$ cat config.mk
export PLATFORM = sky130hd
export DESIGN_NAME = fetch_unit
export DESIGN_NICKNAME = d
export VERILOG_FILES = /design/src/rtl/fetch_unit.sv
export SDC_FILE = /design/constraint.sdc
export NUM_CORES = 2
export LEC_CHECK = 0
export ABC_AREA = 1
export CAP_MARGIN = 0
export CORE_MARGIN = 2
export CORE_UTILIZATION = 35
export DETAILED_ROUTE_END_ITERATION = 16
export GPL_ROUTABILITY_DRIVEN = 0
export PLACE_DENSITY = 0.51
export SYNTH_ARGS = -nofsm -noshare
export SYNTH_HDL_FRONTEND = slang
export SYNTH_SLANG_ARGS = --single-unit
$ cat constraint.sdc
create_clock -name i_clk -period 4.6 [get_ports i_clk]
set_clock_uncertainty 0.1 [all_clocks]
set_input_delay 1.15 -clock i_clk [delete_from_list [all_inputs] [get_ports i_clk]]
set_output_delay 1.15 -clock i_clk [all_outputs]
set_load 0.1 [all_outputs]
$ cat src/rtl/fetch_unit.sv
// Instruction fetch front end: issues i_cache line reads and buffers the
// returned words with their PCs in a circular queue feeding decode.
module fetch_unit #(
    parameter logic [31:0] RESET_PC = 32'h0000_0000,
    parameter int          DEPTH    = 16
) (
    input  logic                   i_clk,
    input  logic                   rst,
    output logic [31:0]            cache_pc,
    output logic                   cache_rd_en,
    output logic                   cache_abort,
    input  logic [127:0]           cache_dout,
    input  logic                   cache_dout_valid,
    input  logic                   redirect_valid,
    input  logic [31:0]            redirect_pc,
    output logic                   instr_valid,
    input  logic                   instr_ready,
    output logic [31:0]            instr,
    output logic [31:0]            instr_pc,
    output logic [$clog2(DEPTH):0] queue_count
);
    localparam int AW = $clog2(DEPTH);
    localparam int CW = AW + 1;

    typedef enum logic [1:0] {
        IDLE,
        REQ,
        ABORT
    } state_t;

    state_t          state_q, state_d;
    logic [31:2]     fetch_pc_q, fetch_pc_d;
    logic [AW-1:0]   wr_ptr_q, wr_ptr_d;
    logic [AW-1:0]   rd_ptr_q, rd_ptr_d;
    logic [CW-1:0]   count_q, count_d;
    logic            rd_en_q, abort_q, valid_q;

    logic [31:0]     instr_mem [DEPTH];
    logic [31:0]     pc_mem [DEPTH];

    logic            push, pop;
    logic [1:0]      off;
    logic [2:0]      push_n;
    logic [3:0]      wr_en;
    logic [AW-1:0]   wr_idx [4];
    logic            unused_pc_bits;

    assign unused_pc_bits = ^redirect_pc[1:0];

    always_comb begin
        off    = fetch_pc_q[3:2];
        push   = (state_q == REQ) && cache_dout_valid
                 && !redirect_valid && !rst;
        pop    = valid_q && instr_ready && !redirect_valid;
        push_n = push ? (3'd4 - {1'b0, off}) : 3'd0;
        // Words below the fetch offset belong to an earlier PC and are dropped
        for (int k = 0; k < 4; k++) begin
            wr_en[k]  = push && (2'(k) >= off);
            wr_idx[k] = wr_ptr_q + AW'(k) - AW'(off);
        end
    end

    always_comb begin
        state_d    = state_q;
        fetch_pc_d = fetch_pc_q;
        if (redirect_valid) begin
            state_d    = (state_q == REQ) ? ABORT : IDLE;
            fetch_pc_d = redirect_pc[31:2];
        end else begin
            case (state_q)
                IDLE: begin
                    if (count_q <= CW'(DEPTH - 4)) begin
                        state_d = REQ;
                    end
                end
                REQ: begin
                    if (cache_dout_valid) begin
                        state_d    = IDLE;
                        fetch_pc_d = {fetch_pc_q[31:4] + 28'd1, 2'b00};
                    end
                end
                ABORT:   state_d = IDLE;
                default: state_d = IDLE;
            endcase
        end
    end

    always_comb begin
        if (redirect_valid) begin
            wr_ptr_d = '0;
            rd_ptr_d = '0;
            count_d  = '0;
        end else begin
            wr_ptr_d = wr_ptr_q + AW'(push_n);
            rd_ptr_d = rd_ptr_q + AW'(pop);
            count_d  = count_q + CW'(push_n) - CW'(pop);
        end
    end

    always_ff @(posedge i_clk) begin
        if (rst) begin
            state_q    <= IDLE;
            fetch_pc_q <= RESET_PC[31:2];
            wr_ptr_q   <= '0;
            rd_ptr_q   <= '0;
            count_q    <= '0;
            rd_en_q    <= 1'b0;
            abort_q    <= 1'b0;
            valid_q    <= 1'b0;
        end else begin
            state_q    <= state_d;
            fetch_pc_q <= fetch_pc_d;
            wr_ptr_q   <= wr_ptr_d;
            rd_ptr_q   <= rd_ptr_d;
            count_q    <= count_d;
            rd_en_q    <= (state_d == REQ);
            abort_q    <= (state_d == ABORT);
            valid_q    <= (count_d != '0);
        end
    end

    always_ff @(posedge i_clk) begin
        for (int k = 0; k < 4; k++) begin
            if (wr_en[k]) begin
                instr_mem[wr_idx[k]] <= cache_dout[32*k +: 32];
                pc_mem[wr_idx[k]]    <= {fetch_pc_q[31:4], 2'(k), 2'b00};
            end
        end
    end

    assign cache_pc    = {fetch_pc_q[31:4], 4'h0};
    assign cache_rd_en = rd_en_q;
    assign cache_abort = abort_q;
    assign instr_valid = valid_q;
    assign queue_count = count_q;
    assign instr       = instr_mem[rd_ptr_q];
    assign instr_pc    = pc_mem[rd_ptr_q];
endmodule

==> impl_metrics.env <==
export IMPL_worst_setup_path_end_kind="output port"
export IMPL_first_pass_iters=6
export IMPL_final_cell_mix="1,018 x nand2_1, 960 x edfxtp_1, 847 x o21ai_0, 658 x nor2_1, 605 x inv_1"
export IMPL_avgViaCountPerCell=6.015
export IMPL_power_leakage_uw=0.02410
export IMPL_rsz0062_at_grt="false"
export IMPL_wl_per_cell_um=29.63
export IMPL_arrival_ns=3.30
export IMPL_maxSlewViolCount=0
export IMPL_wl_mm=262.8
export IMPL_synth_edf_count=960
export IMPL_async_reset_ff_share_pct=0
export IMPL_cp_startpoint="rd_ptr_q[0]$_SDFF_PP0_"
export IMPL_tightest_slew_ns=0.9989
export IMPL_num_rows=149
export IMPL_cts_root_buf="clkbuf_16"
export IMPL_cts_hold_buf=0
export IMPL_ys_warnings_count=0
export IMPL_ys_types=51
export IMPL_cts_tree="yes"
export IMPL_post_dp_hpwl_mm=151.8
export IMPL_clock_sinks=1040
export IMPL_cts_buffers=120
export IMPL_yosysTopAreaCell="edfxtp_1"
export IMPL_grt_pass1_vias=49568
export IMPL_gr_usage_all_layers_pct=30.27
export IMPL_required_ns=3.35
export IMPL_status="complete, no violations"
export IMPL_drive_gt1_share_pct=9.169
export IMPL_cts_setup_buffers=0
export IMPL_synthDominantCellAreaShare_pct=49.85
export IMPL_fin_nets=6754
export IMPL_die_x_um=410.5
export IMPL_critPathLaunchType="flop"
export IMPL_syn_cell_area_sq_um=57830
export IMPL_layout_commonest_cell="nand2_1"
export IMPL_grt_pass1_wl_mm=367.0
export IMPL_dieHeight_um=410.5
export IMPL_setup_tns_ns=0
export IMPL_p_total_uw=22400
export IMPL_syn_avg_cell_area_sq_um=8.807
export IMPL_post_route_period_util_pct=98.82
export IMPL_clk_pin_slew_ns=0.06
export IMPL_slew_headroom_pct=33.20
export IMPL_route_detailed_drc=0
export IMPL_fin_crit_ns=4.546
export IMPL_yosys_top_cells_area="edfxtp_1 50%, o21ai_0 7.3%, nand2_1 6.7%"
export IMPL_area_growth_pct=17.71
export IMPL_core_sq_um=164600
export IMPL_antenna_found_initial=19
export IMPL_ys_ff_latch=1040
export IMPL_clk_path_buf_depth=3
export IMPL_reg2reg_from="fetch_pc_q[3]$_SDFFE_PP0P_"
export IMPL_antenna_left=0
export IMPL_grt_ovfl_total=0
export IMPL_ys_seq_area_share_pct=52.62
export IMPL_hold_violations=0
export IMPL_io_pins=269
export IMPL_die_area_sq_um=168500
export IMPL_crit_fanout=123
export IMPL_max_freq_mhz=220.0
export IMPL_worstSkewPairLatency_ns=0.79
export IMPL_hold_path_class="reg -> reg"
export IMPL_start_util_pct=35.13
export IMPL_power_density_nw_per_um2=329.1
export IMPL_grt_max_degree=126
export IMPL_num_vias=53347
export IMPL_ys_flop_type="edfxtp_1"
export IMPL_critPathKind="reg -> out"
export IMPL_postSynthCellCount=6566
export IMPL_portBuffers=260
export IMPL_cts_resized=0
export IMPL_drv_cap=0
export IMPL_whs_ns=0.3607
export IMPL_drt_iter0_drc=7430
export IMPL_setup_viol=0
export IMPL_cts_max_level=3
export IMPL_worstHoldStart="pc_mem[4][0]$_SDFFE_PP1P_"
export IMPL_final_core_util_pct=41.35
export IMPL_ir_drop_v=0.0003315
## routing by layer
layer	GRT usage [%]	vias to the layer above	part of all wire [%]
met5	0	-	0.019
met1	39.29	25627	38
met4	16.47	8	6.3
li1	-	23106	-
met2	46.16	3700	44
met3	7.670	906	12
## Yosys cell counts (all sizes together) (5+ instances only)
cell type  instances
dfxtp             80
nand3            298
inv              626
xor2               7
o221ai           103
o211ai           306
a22oi            161
nand3b             5
fa                 6
buf              232
nor3              29
nand2           1040
clkbuf           396
mux2i            111
clkinv            10
o22ai            254
ha                25
edfxtp           960
a31oi             13
o21ai            967
nor2             699
a21oi            204
nand4             17
## area by class of cell
class | instances | area (sq um)
multi-input cells | 4267 | 22680
fillers | 16118 | 96550
clock inverters | 81 | 862.1
well taps | 2189 | 2739
diodes | 16 | 40.04
inverters | 636 | 2417
clock buffers | 147 | 3186
flip-flops and latches | 1040 | 30440
repair buffers | 493 | 5703
## cells by family after synthesis
family | after synthesis | share of synthesized area (%)
xor gates and xnor gates | 11 | 0.1666
muxes | 111 | 1.921
AOI/OAI and AO/OA | 2016 | 20.75
and+or+nand+nor | 2092 | 14.89
adders and majority gates | 31 | 0.7486
DFF | 1040 | 52.62
buffers and inverters | 1264 | 8.890
other | 1 | 0.006485
## stage by stage
step / setup slack [ns] / std cells / area (sq um)
6_report: 0.05444 / 8869 / 68070
4_1_cts: 0.003576 / 8853 / 68010
2_1_floorplan: 0.002002 / 6571 / 57890
3_5_place_dp: 0.1553 / 8625 / 63960
5_1_grt: 0.001402 / 8860 / 68050
3_3_place_gp: 0.1960 / 8625 / 63960
## critical path, cell delays in order, from the launching register on
cell and delay [ns]:
dfxtp_4 0.45, inv_12 0.42, buf_4 0.34, o21ai_0 0.14, o221ai_1 0.27, nand3_1 0.10, nand2_1 0.40, buf_12 0.24
## worst paths after layout
path                                 to  slack (ns)  cells after the start
max reg2reg  instr_mem[1][27]$_DFFE_PP_        0.37                     13
min reg2reg   pc_mem[4][0]$_SDFFE_PP1P_        0.36                      2
max                         instr_pc[2]        0.05                      7
min           pc_mem[4][0]$_SDFFE_PP1P_        0.36                      2
## where the power goes
part | leakage, uW | switching (uW) | internal (uW)
sequential | 0.00939 | 88.4 | 10400
clock | 0.00196 | 4220 | 5710
combinational | 0.0128 | 1380 | 574
## flip-flops by register name, summed over array words and instances (netlist names)
name / flops
cache_abort: 1
cache_rd_en: 1
fetch_pc_q: 30
instr_mem: 512
instr_valid: 1
pc_mem: 480
queue_count: 5
rd_ptr_q: 4
state_q: 2
wr_ptr_q: 4
(Power assumes the default switching activity.)
